--- config.mk ---
export PLATFORM = sky130hd
export DESIGN_NAME = mux_2to1_flat
export DESIGN_NICKNAME = d
export VERILOG_FILES = /design/src/rtl/mips_pkg.sv /design/src/rtl/mux_2to1_if.sv /design/src/rtl/dff_en_rn.sv /design/src/rtl/mux_2to1.sv /design/src/flat_wrapper.sv
export SDC_FILE = /design/constraint.sdc
export NUM_CORES = 1
export LEC_CHECK = 0
export ABC_CLOCK_PERIOD_IN_PS = 2200
export BUFFER_PORTS_ARGS = -buffer_cell sky130_fd_sc_hd__buf_2
export CAP_MARGIN = 5
export CORE_MARGIN = 2
export CORE_UTILIZATION = 46
export DETAILED_ROUTE_END_ITERATION = 12
export PLACE_DENSITY_LB_ADDON = 0.08
export SLEW_MARGIN = 15
export SYNTH_ARGS = -nofsm -noshare
export SYNTH_HDL_FRONTEND = slang
export SYNTH_SLANG_ARGS = --single-unit
--- constraint.sdc ---
create_clock -name Clk -period 2.2 [get_ports Clk]
set_clock_uncertainty 0.05 [all_clocks]
set_input_delay 0.11 -clock Clk [delete_from_list [all_inputs] [get_ports Clk]]
set_output_delay 0.11 -clock Clk [all_outputs]
set_load 0.01 [all_outputs]
--- src/rtl/mips_pkg.sv ---
// Shared datapath constants and types for the MIPS core.
package mips_pkg;

   localparam int DATA_W = 32;

   typedef logic [DATA_W-1:0] word_t;

endpackage : mips_pkg

--- src/rtl/mux_2to1_if.sv ---
// Operand/result bus for the 2:1 selector: two data inputs, select, capture enable and outputs.
interface mux_2to1_if
   import mips_pkg::*;
#(
   parameter int WIDTH = DATA_W
) ();

   logic [WIDTH-1:0] D1;
   logic [WIDTH-1:0] D2;
   logic             Sel;
   logic             En;
   logic [WIDTH-1:0] Dout;
   logic [WIDTH-1:0] Dout_q;
   logic             Sel_q;
   logic             Chg;

   modport master (
      output D1, D2, Sel, En,
      input  Dout, Dout_q, Sel_q, Chg
   );

   modport slave (
      input  D1, D2, Sel, En,
      output Dout, Dout_q, Sel_q, Chg
   );

endinterface : mux_2to1_if

--- src/rtl/dff_en_rn.sv ---
// Parameterized D flip-flop bank with capture enable and asynchronous active-low reset.
module dff_en_rn #(
   parameter int WIDTH = 1
) (
   input  logic             clk,
   input  logic             rst_n,
   input  logic             en_i,
   input  logic [WIDTH-1:0] d_i,
   output logic [WIDTH-1:0] q_o
);

   logic [WIDTH-1:0] data_q;

   // NOTE: sequential state uses non-blocking assignments so every flop samples pre-edge values.
   always_ff @(posedge clk or negedge rst_n) begin
      if (!rst_n) begin
         data_q <= '0;
      end else if (en_i) begin
         data_q <= d_i;
      end
   end

   assign q_o = data_q;

endmodule : dff_en_rn

--- src/rtl/mux_2to1.sv ---
// 32-bit two-input data selector with a combinational output and an enable-gated registered copy.
module mux_2to1
   import mips_pkg::*;
#(
   parameter int WIDTH = DATA_W
) (
   input logic        Clk,
   input logic        Rst_n,
   mux_2to1_if.slave  bus
);

   logic [WIDTH-1:0] dout_sel;
   logic             chg_d;
   logic             chg_q;

   // A conditional operator merges D1/D2 bitwise when Sel is X, so agreeing bits stay known.
   assign dout_sel = bus.Sel ? bus.D2 : bus.D1;
   assign bus.Dout = dout_sel;

   dff_en_rn #(
      .WIDTH (WIDTH)
   ) u_dout_reg (
      .clk   (Clk),
      .rst_n (Rst_n),
      .en_i  (bus.En),
      .d_i   (dout_sel),
      .q_o   (bus.Dout_q)
   );

   dff_en_rn #(
      .WIDTH (1)
   ) u_sel_reg (
      .clk   (Clk),
      .rst_n (Rst_n),
      .en_i  (bus.En),
      .d_i   (bus.Sel),
      .q_o   (bus.Sel_q)
   );

   // Pulse only when this edge's capture actually changes the registered word.
   assign chg_d = bus.En && (dout_sel != bus.Dout_q);

   always_ff @(posedge Clk or negedge Rst_n) begin
      if (!Rst_n) begin
         chg_q <= 1'b0;
      end else begin
         chg_q <= chg_d;
      end
   end

   assign bus.Chg = chg_q;

endmodule : mux_2to1

--- src/flat_wrapper.sv ---
// flat-port wrapper written by rule: the top's interface ports become plain ports
module mux_2to1_flat import mips_pkg::*;
#(
   parameter int WIDTH = DATA_W
)
  (Clk, Rst_n, bus_D1, bus_D2, bus_Sel, bus_En, bus_Dout, bus_Dout_q, bus_Sel_q, bus_Chg);
  mux_2to1_if #(.WIDTH(WIDTH)) bus_i ();
  input logic Clk;
  input logic Rst_n;
  input wire logic [$bits(bus_i.D1)-1:0] bus_D1;
  input wire logic [$bits(bus_i.D2)-1:0] bus_D2;
  input wire logic [$bits(bus_i.Sel)-1:0] bus_Sel;
  input wire logic [$bits(bus_i.En)-1:0] bus_En;
  output wire logic [$bits(bus_i.Dout)-1:0] bus_Dout;
  output wire logic [$bits(bus_i.Dout_q)-1:0] bus_Dout_q;
  output wire logic [$bits(bus_i.Sel_q)-1:0] bus_Sel_q;
  output wire logic [$bits(bus_i.Chg)-1:0] bus_Chg;
  assign bus_i.D1 = bus_D1;
  assign bus_i.D2 = bus_D2;
  assign bus_i.Sel = bus_Sel;
  assign bus_i.En = bus_En;
  assign bus_Dout = bus_i.Dout;
  assign bus_Dout_q = bus_i.Dout_q;
  assign bus_Sel_q = bus_i.Sel_q;
  assign bus_Chg = bus_i.Chg;
  mux_2to1 #(.WIDTH(WIDTH)) u_core (.Clk(Clk), .Rst_n(Rst_n), .bus(bus_i));
endmodule
==> results.cfg <==
[placement]
gp_congestion = 0.803
numPortBuffers = 133
dpl.hpwl_um = 3860

[drt]
finalWirelength_um = 4790
drc_errors = 0
final_antenna_net_count = 0
viasPerCell = 4.71
wire_per_inst_um = 11.8
firstDrtPassIters = 4
first_iter_violations = 79
vias = 1903

[grt]
grt_pass1_wl_um = 7840
antenna_found_initial = 0
grt_pass1_vias = 1767
overflow = 0
grt_max_degree = 35
grt_use_total_pct = 19.5

[floorplan]
rows = 24
die-area_mm2 = 0.00512
start_util_pct = 47.8
fp.dieW_um = 71.5
ios = 134
core_mm2 = 0.00438
fp.dieH_um = 71.5

[power_and_ir_drop]
p_leak_nw = 1.54
power_density_mw_per_mm2 = 603
vdd_drop_max_uv = 368

[finish]
antennaDiodeCount = 0
area_growth_syn_to_layout_pct = 38.5
drive_gt1_share_pct = 46.9
fin_util_pct = 66.2
nets = 419

[sta]
finalHoldViolCount = 0
fin_crit_sh_pct = 68.4
slew_headroom_pct = 48.8
setup_violations = 0
fin_tns_setup_ps = 0
max_freq_mhz = 664
max_slew.worst_pin.slew_ps = 767
rsz0062_at_grt = false
fin_crit_ps = 1510
maxSlewViolCount = 0

[yosys]
synth_nets = 285
ys.warnings.count = 0
synthCells = 217
synth_top_area_share_pct = 40.6
syn_area_per_cell_um2 = 9.66
synthTopCellsByArea = dfrtp_1 41%, xor2_1 13%, mux2i_2 12%
synth_cell_types = 16
synth_area_mm2 = 0.00210
ys_seq_area_share_pct = 40.6
ys_seq_elements = 34
synth_largest_area_cell = dfrtp_1

[worst_setup_path]
worstSetupStartpointType = input port
r2r-start = u_core.u_dout_reg.q_o[13]
endpoint_kind = flop
startpoint = bus_Sel
reg2reg_depth = 4
regToRegSetupSlack_ps = 880
crit_path_max_fanout = 12
rr_endpoint = u_core.bus.Chg
worstPathRequired_ps = 2310
endpoint = u_core.bus.Chg
critPathKind = in -> reg
worstPathArrival_ps = 1610

[cts]
cts.sinks = 34
cts_buffer_depth = 2
cts_made_buffers = 5
clk_pin_slew_ps = 70
cts_tree = done
cts-resized-gates = 0
cts-root-buf = clkbuf_8
cts_max_level = 2
clk_latency_ps = 280

[min_path]
hold_path.class = in -> reg

[run_status]
status = finished, final reports clean

[flow_run]
maxCapViolCount = 0
stage by stage:
stage | power (mW) | area [um^2] | hold slack (ps) | worst slack (ps) | std cells
global placement | 1.28 | 2800 | 176 | 393 | 395
floorplan | 1.06 | 2100 | -236 | 771 | 217
CTS | 1.78 | 2900 | 111 | 634 | 404
global route | 1.86 | 2900 | 118 | 479 | 404
detailed placement | 1.30 | 2800 | 185 | 328 | 395
finish | 1.75 | 2900 | 117 | 694 | 404
flip-flops by register name, summed over array words and instances, names as in the netlist:
signal / cells
u_core.u_sel_reg.q_o: 1
u_core.u_dout_reg.q_o: 32
u_core.bus.Chg: 1
worst min path at each step:
stage                     startpoint                         to  depth (start not counted)
after global placement         Rst_n  u_core.u_dout_reg.q_o[13]                          1
after floorplan                Rst_n             u_core.bus.Chg                          0
after global routing       bus_D1[6]   u_core.u_dout_reg.q_o[6]                          3
after CTS                 bus_D2[13]  u_core.u_dout_reg.q_o[13]                          3
after detailed placement       Rst_n  u_core.u_dout_reg.q_o[13]                          1
final                      bus_D1[5]   u_core.u_dout_reg.q_o[5]                          3
layout by cell type (no fill, tap or decap):
master,n
a21boi_1,1
a21oi_1,32
buf_12,2
buf_2,133
buf_4,2
clkbuf_1,1
clkbuf_8,6
clkinv_2,1
dfrtp_1,34
dlygate4sd3_1,1
inv_1,32
mux2_2,1
mux2i_1,12
mux2i_2,19
mux2i_4,1
nand4_1,8
nor2_1,32
nor4_1,2
xor2_1,32
area by class of cell:
type	instances	area, um^2
clock inverters	1	5.00
multi-input cells	140	1050
inverters	32	120
fillers	367	1480
flip-flops and latches	34	851
repair buffers	138	731
well taps	52	65.1
clock buffers	7	86.3
where the power goes:
group          switching [mW]  internal [mW]
clock                   0.224          0.253
sequential             0.0571          0.690
combinational           0.278          0.250
metal layers:
metal	global-route usage, %	routed length, um
met1	24.0	2030
met2	33.4	2310
met3	4.92	389
met4	6.29	55
met5	0	0
critical path: stages:
cell,delay [ps]
buf_2,240
buf_12,200
mux2i_2,310
xor2_1,190
nand4_1,110
nor4_1,340
a21boi_1,100
cell usage after synthesis, drive strengths merged:
master and instances:
nor4 2, xor2 32, a21oi 32, buf 8
clkbuf 3, nand4 8, inv 32, mux2i 32
dfrtp 34, nor2 32, a21boi 1, mux2 1
what timing repair did:
item                      4_1_cts  5_1_grt
hold buffers                    1        0
buffers inserted                0        0
hold endpoints to repair       34        0
kinds of logic (layout without fill, tap and decap cells):
family,count (synthesis),after routing,synth area share [%]
buffers and inverters,43,178,9.55
xor gates and xnor gates,32,32,13.4
DFF,34,34,40.6
AOI/OAI and AO/OA,33,33,8.00
muxes,33,33,19.8
and+or+nand+nor,42,42,8.71
Power figures use the tool's default switching activity.
